## config.mk

```make
export PLATFORM = sky130hd
export DESIGN_NAME = pipeline_hazard_ctrl_flat
export DESIGN_NICKNAME = d
export VERILOG_FILES = /design/src/rtl/pipeline_hazard_ctrl_if.sv /design/src/rtl/pipeline_hazard_ctrl.sv /design/src/flat_wrapper.sv
export SDC_FILE = /design/constraint.sdc
export NUM_CORES = 1
export LEC_CHECK = 0
export BUFFER_PORTS_ARGS = -buffer_cell sky130_fd_sc_hd__buf_2
export CORE_MARGIN = 2
export CORE_UTILIZATION = 45
export CTS_BUF_LIST = sky130_fd_sc_hd__clkbuf_8
export CTS_CLUSTER_SIZE = 24
export DETAILED_ROUTE_END_ITERATION = 10
export GPL_TIMING_DRIVEN = 0
export PLACE_DENSITY = 0.8
export RECOVER_POWER = 50
export SYNTH_ARGS = -nofsm -noshare
export SYNTH_HDL_FRONTEND = slang
export SYNTH_SLANG_ARGS = --single-unit
```

## constraint.sdc

```tcl
create_clock -name clk -period 3.4 [get_ports clk]
set_input_delay 0.17 -clock clk [delete_from_list [all_inputs] [get_ports clk]]
set_output_delay 0.17 -clock clk [all_outputs]
set_load 0.005 [all_outputs]
```

## src/rtl/pipeline_hazard_ctrl_if.sv

```systemverilog
// Hazard-control bundle between the pipeline datapath (master) and the
// stall/flush sequencer (slave).
interface pipeline_hazard_ctrl_if #(
  parameter int CNT_W = 16
);
  logic [3:0]       id_srcReg1;
  logic [3:0]       id_srcReg2;
  logic             id_uses_src1;
  logic             id_uses_src2;
  logic             id_hlt;
  logic [3:0]       ex_dstReg;
  logic             ex_memRead;
  logic             ex_br_taken;
  logic             mem_busy;
  logic             pc_wen;
  logic             if_id_wen;
  logic             id_ex_wen;
  logic             ex_mem_wen;
  logic             mem_wb_wen;
  logic             if_id_flush;
  logic             id_ex_flush;
  logic             halted;
  logic [CNT_W-1:0] stall_cnt;

  modport master (
    output id_srcReg1, id_srcReg2, id_uses_src1, id_uses_src2, id_hlt,
           ex_dstReg, ex_memRead, ex_br_taken, mem_busy,
    input  pc_wen, if_id_wen, id_ex_wen, ex_mem_wen, mem_wb_wen,
           if_id_flush, id_ex_flush, halted, stall_cnt
  );

  modport slave (
    input  id_srcReg1, id_srcReg2, id_uses_src1, id_uses_src2, id_hlt,
           ex_dstReg, ex_memRead, ex_br_taken, mem_busy,
    output pc_wen, if_id_wen, id_ex_wen, ex_mem_wen, mem_wb_wen,
           if_id_flush, id_ex_flush, halted, stall_cnt
  );
endinterface

```

## src/rtl/pipeline_hazard_ctrl.sv

```systemverilog
// Stall/flush sequencer for the 5-stage pipeline: load-use bubbles, branch
// redirects, memory freezes, HLT drain and a saturating stall counter.
module pipeline_hazard_ctrl #(
  parameter int DRAIN_CYCLES = 3,
  parameter int CNT_W        = 16
) (
  input  logic                   clk,
  input  logic                   rst_n,
  pipeline_hazard_ctrl_if.slave  bus
);

  typedef enum logic [1:0] {RUN, DRAIN, HALTED} state_t;

  state_t           state_q, state_d;
  logic [2:0]       drain_q, drain_d;
  logic [CNT_W-1:0] cnt_q;
  logic             lu;
  logic             pc_w, ifid_w, idex_w, exmem_w, memwb_w;
  logic             ifid_f, idex_f, halt_o;

  // R0 is hardwired zero, so a load targeting it can never create a hazard
  assign lu = bus.ex_memRead && (bus.ex_dstReg != 4'd0) &&
              ((bus.id_uses_src1 && (bus.id_srcReg1 == bus.ex_dstReg)) ||
               (bus.id_uses_src2 && (bus.id_srcReg2 == bus.ex_dstReg)));

  always_ff @(posedge clk or negedge rst_n) begin
    if (!rst_n) begin
      state_q <= RUN;
      drain_q <= 3'd0;
      cnt_q   <= '0;
    end else begin
      state_q <= state_d;
      drain_q <= drain_d;
      if ((state_q != HALTED) && !pc_w && (cnt_q != {CNT_W{1'b1}}))
        cnt_q <= cnt_q + 1'b1;
    end
  end

  always_comb begin
    state_d = state_q;
    drain_d = drain_q;
    pc_w    = 1'b1;
    ifid_w  = 1'b1;
    idex_w  = 1'b1;
    exmem_w = 1'b1;
    memwb_w = 1'b1;
    ifid_f  = 1'b0;
    idex_f  = 1'b0;
    halt_o  = 1'b0;
    case (state_q)
      RUN: begin
        if (bus.mem_busy) begin
          {pc_w, ifid_w, idex_w, exmem_w, memwb_w} = 5'b00000;
        end else if (bus.ex_br_taken) begin
          ifid_f = 1'b1;
          idex_f = 1'b1;
        end else if (lu || bus.id_hlt) begin
          pc_w   = 1'b0;
          ifid_w = 1'b0;
          idex_f = 1'b1;
          // A coincident load-use wins; HLT is picked up on the retry cycle
          if (!lu) begin
            state_d = DRAIN;
            drain_d = 3'(DRAIN_CYCLES - 1);
          end
        end
      end
      DRAIN: begin
        if (bus.mem_busy) begin
          {pc_w, ifid_w, idex_w, exmem_w, memwb_w} = 5'b00000;
        end else if (bus.ex_br_taken) begin
          ifid_f  = 1'b1;
          idex_f  = 1'b1;
          state_d = RUN;
        end else begin
          pc_w   = 1'b0;
          ifid_w = 1'b0;
          idex_f = 1'b1;
          if (drain_q == 3'd0) state_d = HALTED;
          else                 drain_d = drain_q - 3'd1;
        end
      end
      HALTED: begin
        {pc_w, ifid_w, idex_w, exmem_w, memwb_w} = 5'b00000;
        halt_o = 1'b1;
      end
      default: state_d = RUN;
    endcase
  end

  assign bus.pc_wen      = rst_n & pc_w;
  assign bus.if_id_wen   = rst_n & ifid_w;
  assign bus.id_ex_wen   = rst_n & idex_w;
  assign bus.ex_mem_wen  = rst_n & exmem_w;
  assign bus.mem_wb_wen  = rst_n & memwb_w;
  assign bus.if_id_flush = rst_n & ifid_f;
  assign bus.id_ex_flush = rst_n & idex_f;
  assign bus.halted      = rst_n & halt_o;
  assign bus.stall_cnt   = cnt_q;

endmodule

```

## src/flat_wrapper.sv

```systemverilog
// flat-port wrapper written by rule: the top's interface ports become plain ports
module pipeline_hazard_ctrl_flat 
#(
  parameter int DRAIN_CYCLES = 3,
  parameter int CNT_W        = 16
)
  (clk, rst_n, bus_id_srcReg1, bus_id_srcReg2, bus_id_uses_src1, bus_id_uses_src2, bus_id_hlt, bus_ex_dstReg, bus_ex_memRead, bus_ex_br_taken, bus_mem_busy, bus_pc_wen, bus_if_id_wen, bus_id_ex_wen, bus_ex_mem_wen, bus_mem_wb_wen, bus_if_id_flush, bus_id_ex_flush, bus_halted, bus_stall_cnt);
  pipeline_hazard_ctrl_if #(.CNT_W(CNT_W)) bus_i ();
  input  logic clk;
  input  logic rst_n;
  input wire logic [$bits(bus_i.id_srcReg1)-1:0] bus_id_srcReg1;
  input wire logic [$bits(bus_i.id_srcReg2)-1:0] bus_id_srcReg2;
  input wire logic [$bits(bus_i.id_uses_src1)-1:0] bus_id_uses_src1;
  input wire logic [$bits(bus_i.id_uses_src2)-1:0] bus_id_uses_src2;
  input wire logic [$bits(bus_i.id_hlt)-1:0] bus_id_hlt;
  input wire logic [$bits(bus_i.ex_dstReg)-1:0] bus_ex_dstReg;
  input wire logic [$bits(bus_i.ex_memRead)-1:0] bus_ex_memRead;
  input wire logic [$bits(bus_i.ex_br_taken)-1:0] bus_ex_br_taken;
  input wire logic [$bits(bus_i.mem_busy)-1:0] bus_mem_busy;
  output wire logic [$bits(bus_i.pc_wen)-1:0] bus_pc_wen;
  output wire logic [$bits(bus_i.if_id_wen)-1:0] bus_if_id_wen;
  output wire logic [$bits(bus_i.id_ex_wen)-1:0] bus_id_ex_wen;
  output wire logic [$bits(bus_i.ex_mem_wen)-1:0] bus_ex_mem_wen;
  output wire logic [$bits(bus_i.mem_wb_wen)-1:0] bus_mem_wb_wen;
  output wire logic [$bits(bus_i.if_id_flush)-1:0] bus_if_id_flush;
  output wire logic [$bits(bus_i.id_ex_flush)-1:0] bus_id_ex_flush;
  output wire logic [$bits(bus_i.halted)-1:0] bus_halted;
  output wire logic [$bits(bus_i.stall_cnt)-1:0] bus_stall_cnt;
  assign bus_i.id_srcReg1 = bus_id_srcReg1;
  assign bus_i.id_srcReg2 = bus_id_srcReg2;
  assign bus_i.id_uses_src1 = bus_id_uses_src1;
  assign bus_i.id_uses_src2 = bus_id_uses_src2;
  assign bus_i.id_hlt = bus_id_hlt;
  assign bus_i.ex_dstReg = bus_ex_dstReg;
  assign bus_i.ex_memRead = bus_ex_memRead;
  assign bus_i.ex_br_taken = bus_ex_br_taken;
  assign bus_i.mem_busy = bus_mem_busy;
  assign bus_pc_wen = bus_i.pc_wen;
  assign bus_if_id_wen = bus_i.if_id_wen;
  assign bus_id_ex_wen = bus_i.id_ex_wen;
  assign bus_ex_mem_wen = bus_i.ex_mem_wen;
  assign bus_mem_wb_wen = bus_i.mem_wb_wen;
  assign bus_if_id_flush = bus_i.if_id_flush;
  assign bus_id_ex_flush = bus_i.id_ex_flush;
  assign bus_halted = bus_i.halted;
  assign bus_stall_cnt = bus_i.stall_cnt;
  pipeline_hazard_ctrl #(.DRAIN_CYCLES(DRAIN_CYCLES), .CNT_W(CNT_W)) u_core (.clk(clk), .rst_n(rst_n), .bus(bus_i));
endmodule
```

==> metrics.yaml <==
rsz0062_at_grt: "no"
p_leak_nw: 0.800
synth_area_leader_cell: "dfrtp_1"
antenna_found_initial: 0
dp_slack_ps: 1390
final_layout_size_suffix_gt1_share_pct: 29.4
fin_crit_ps: 2460
grt-ovfl-total: 0
cts.sinks: 21
synth_seq_cells: 21
p_int_w: 0.000590
grt_pass1_wl_um: 5100
routed_wl_um: 2970
critical_path_class: "primary input to output pin"
path_max_fanout: 24
dp_cells: 213
ys_top_cells_by_area: "dfrtp_1, xnor2_1, xor2_1, nand3_1, nand4_1"
cts_repair_resize_count: 0
synth_top_area_share_pct: 39.6
rows: 19
die_h_um: 58.3
clk_pin_slew_worst_paths_ps: 80
switching_share_pct: 38.8
start_util_pct: 47.7
crit_path_end_kind: "output pin"
clock_latency_ps: 270
pwr-share-seq_pct: 39.6
fp.dieW_um: 58.3
cts_inserted_buffers: 3
finalWorstSetupSlack_ps: 939
cts_tree: "yes"
setup_tns_ps: 0
yosys_warnings: 0
synth_edf_count: 0
ios: 44
slew_headroom_pct: 15.5
vias: 1176
synth_cells: 139
drv_cap: 0
synthFlopType: "dfrtp_1"
track_usage_pct: 19.9
min_period_over_period_pct: 72.4
crit_path_start_kind: "primary input"
port_buffers: 43
wire_per_inst_um: 13.6
ant_nets: 0
layoutNonFillerInstCount: 218
area_growth_pct: 23.0
tightest_slew_ps: 1270
grt_max_degree: 25
dieArea_um2: 3400
clock_power_share_pct: 17.8
diodes: 0
htree_num_levels: 1
drv_slew: 0
netSwitchingPower_w: 0.000374
ctsHoldBuffers: 1
p_total_w: 0.000964
hold_violations: 0
status: "finished clean"
worst_hold_path_type: "primary input to register"
gp_congestion: 0.784
setup_viol: 0
coreArea_um2: 2780
postSynthAreaPerCell_um2: 9.55
ir_drop_mv: 0.427
skew_ps: 7.59
cts_setup_buffers: 0
hpwl_um: 2240
clk_path_buf_depth: 2
fin_nets: 211
comb_power_share_pct: 42.6
viasPerCell: 5.39
ys_types: 36
syn-num-nets: 162
arrival_ps: 2290
fmax_ghz: 0.406
powerDensity_nw_per_um2: 590
drt_iter0_markers: 28
drtPass1Iterations: 4
async_reset_ff_share_pct: 100
cts_root_buf: "clkbuf_8"
seq_area_frac_synth_pct: 39.6
drc: 0
required_ps: 3230
grt_pass1_vias: 1147
synthesis.area_um2: 1330
## metal layers
metal	wire length, um	vias to the layer above	global-route usage, %
li1	-	583	-
met1	1290	556	24.5
met2	1500	33	33.4
met3	131	4	3.96
met4	52	0	9.30
met5	0	-	0
## synthesized netlist by cell type, types with 3 or more instances
master,count
nor3_1,5
nand4_1,8
and4_1,3
dfrtp_1,21
xor2_1,8
xnor2_1,16
nand2_1,9
nor2_1,8
ha_1,3
inv_1,5
a21oi_1,5
o21ai_0,4
buf_4,3
and3_1,6
nand3_1,11
## flip-flops by register name, indices dropped and copies added, names as in the netlist
name	count
u_core.drain_q	3
u_core.state_q	2
u_core.bus.stall_cnt	16
## cells in the final DEF, fill, tap and decap left out, types with 2 or more instances in the layout
cell type  synthesis  final
dfrtp_1           21     21
a21oi_1            5      5
nand3_1           11     11
buf_2              1     40
and4_1             3      3
nor2_1             8      8
nand3b_1           2      2
buf_4              3      3
and2_1             2      2
nand4_1            8      8
clkbuf_1           2      6
clkbuf_8           0      3
ha_1               3      3
nand2_1            9      9
xor2_1             8      8
and3_1             6      6
o21ai_0            4      4
inv_1              5      5
xnor2_1           16     16
nor3_1             5      5
## path summary, 6_finish.rpt
check                                    startpoint                       end  slack (ps)  depth (start not counted)
max                                           rst_n             bus_id_ex_wen         940                          6
min                                 bus_ex_br_taken         u_core.state_q[1]         250                          3
max reg2reg                       u_core.state_q[1]   u_core.bus.stall_cnt[1]        1610                          5
min reg2reg                u_core.bus.stall_cnt[11]  u_core.bus.stall_cnt[11]         500                          1
max in group asynchronous                     rst_n  u_core.bus.stall_cnt[15]        1960                          2
min in group asynchronous                     rst_n         u_core.state_q[1]         690                          2
## cells by family after synthesis
family / share of synthesized area (%)
AOI/OAI and AO/OA: 8.11
adders and majority gates: 2.83
DFF: 39.6
buffers and inverters: 5.18
xor gates and xnor gates: 15.8
muxes: 0.848
and+or+nand+nor: 27.6
## power by group through the flow
stage	sequential, W	combinational (W)	clock, W
final	0.000381	0.000411	0.000171
after global routing	0.000393	0.000468	0.000188
after CTS	0.000381	0.000418	0.000175
after detailed placement	0.000385	0.000414	0
after global placement	0.000382	0.000398	0
after floorplan	0.000379	0.000274	0
## layout make-up
type	count	area [um2]
fill	251	1150
multi-input combinational	105	733
sequential	21	526
timing repair buffer	44	220
buffer	7	46.3
clock buffer	3	41.3
tap	31	38.8
inverter	6	22.5
clock inverter	1	5.00
## critical path, stage by stage
cell and delay (ps):
dlygate4sd3_1 520, clkbuf_1 930, inv_1 180, nor2_1 250
buf_4 140, buf_2 100
## metrics by stage
step	utilization [%]	area, um2	hold slack, ps
after global placement	56.9	1580	168
after global routing	58.7	1630	300
final	58.7	1630	252
after detailed placement	56.9	1580	177
after CTS	58.9	1640	249
after floorplan	-	1330	-126
Note: power is estimated with default switching activity, not from simulation.
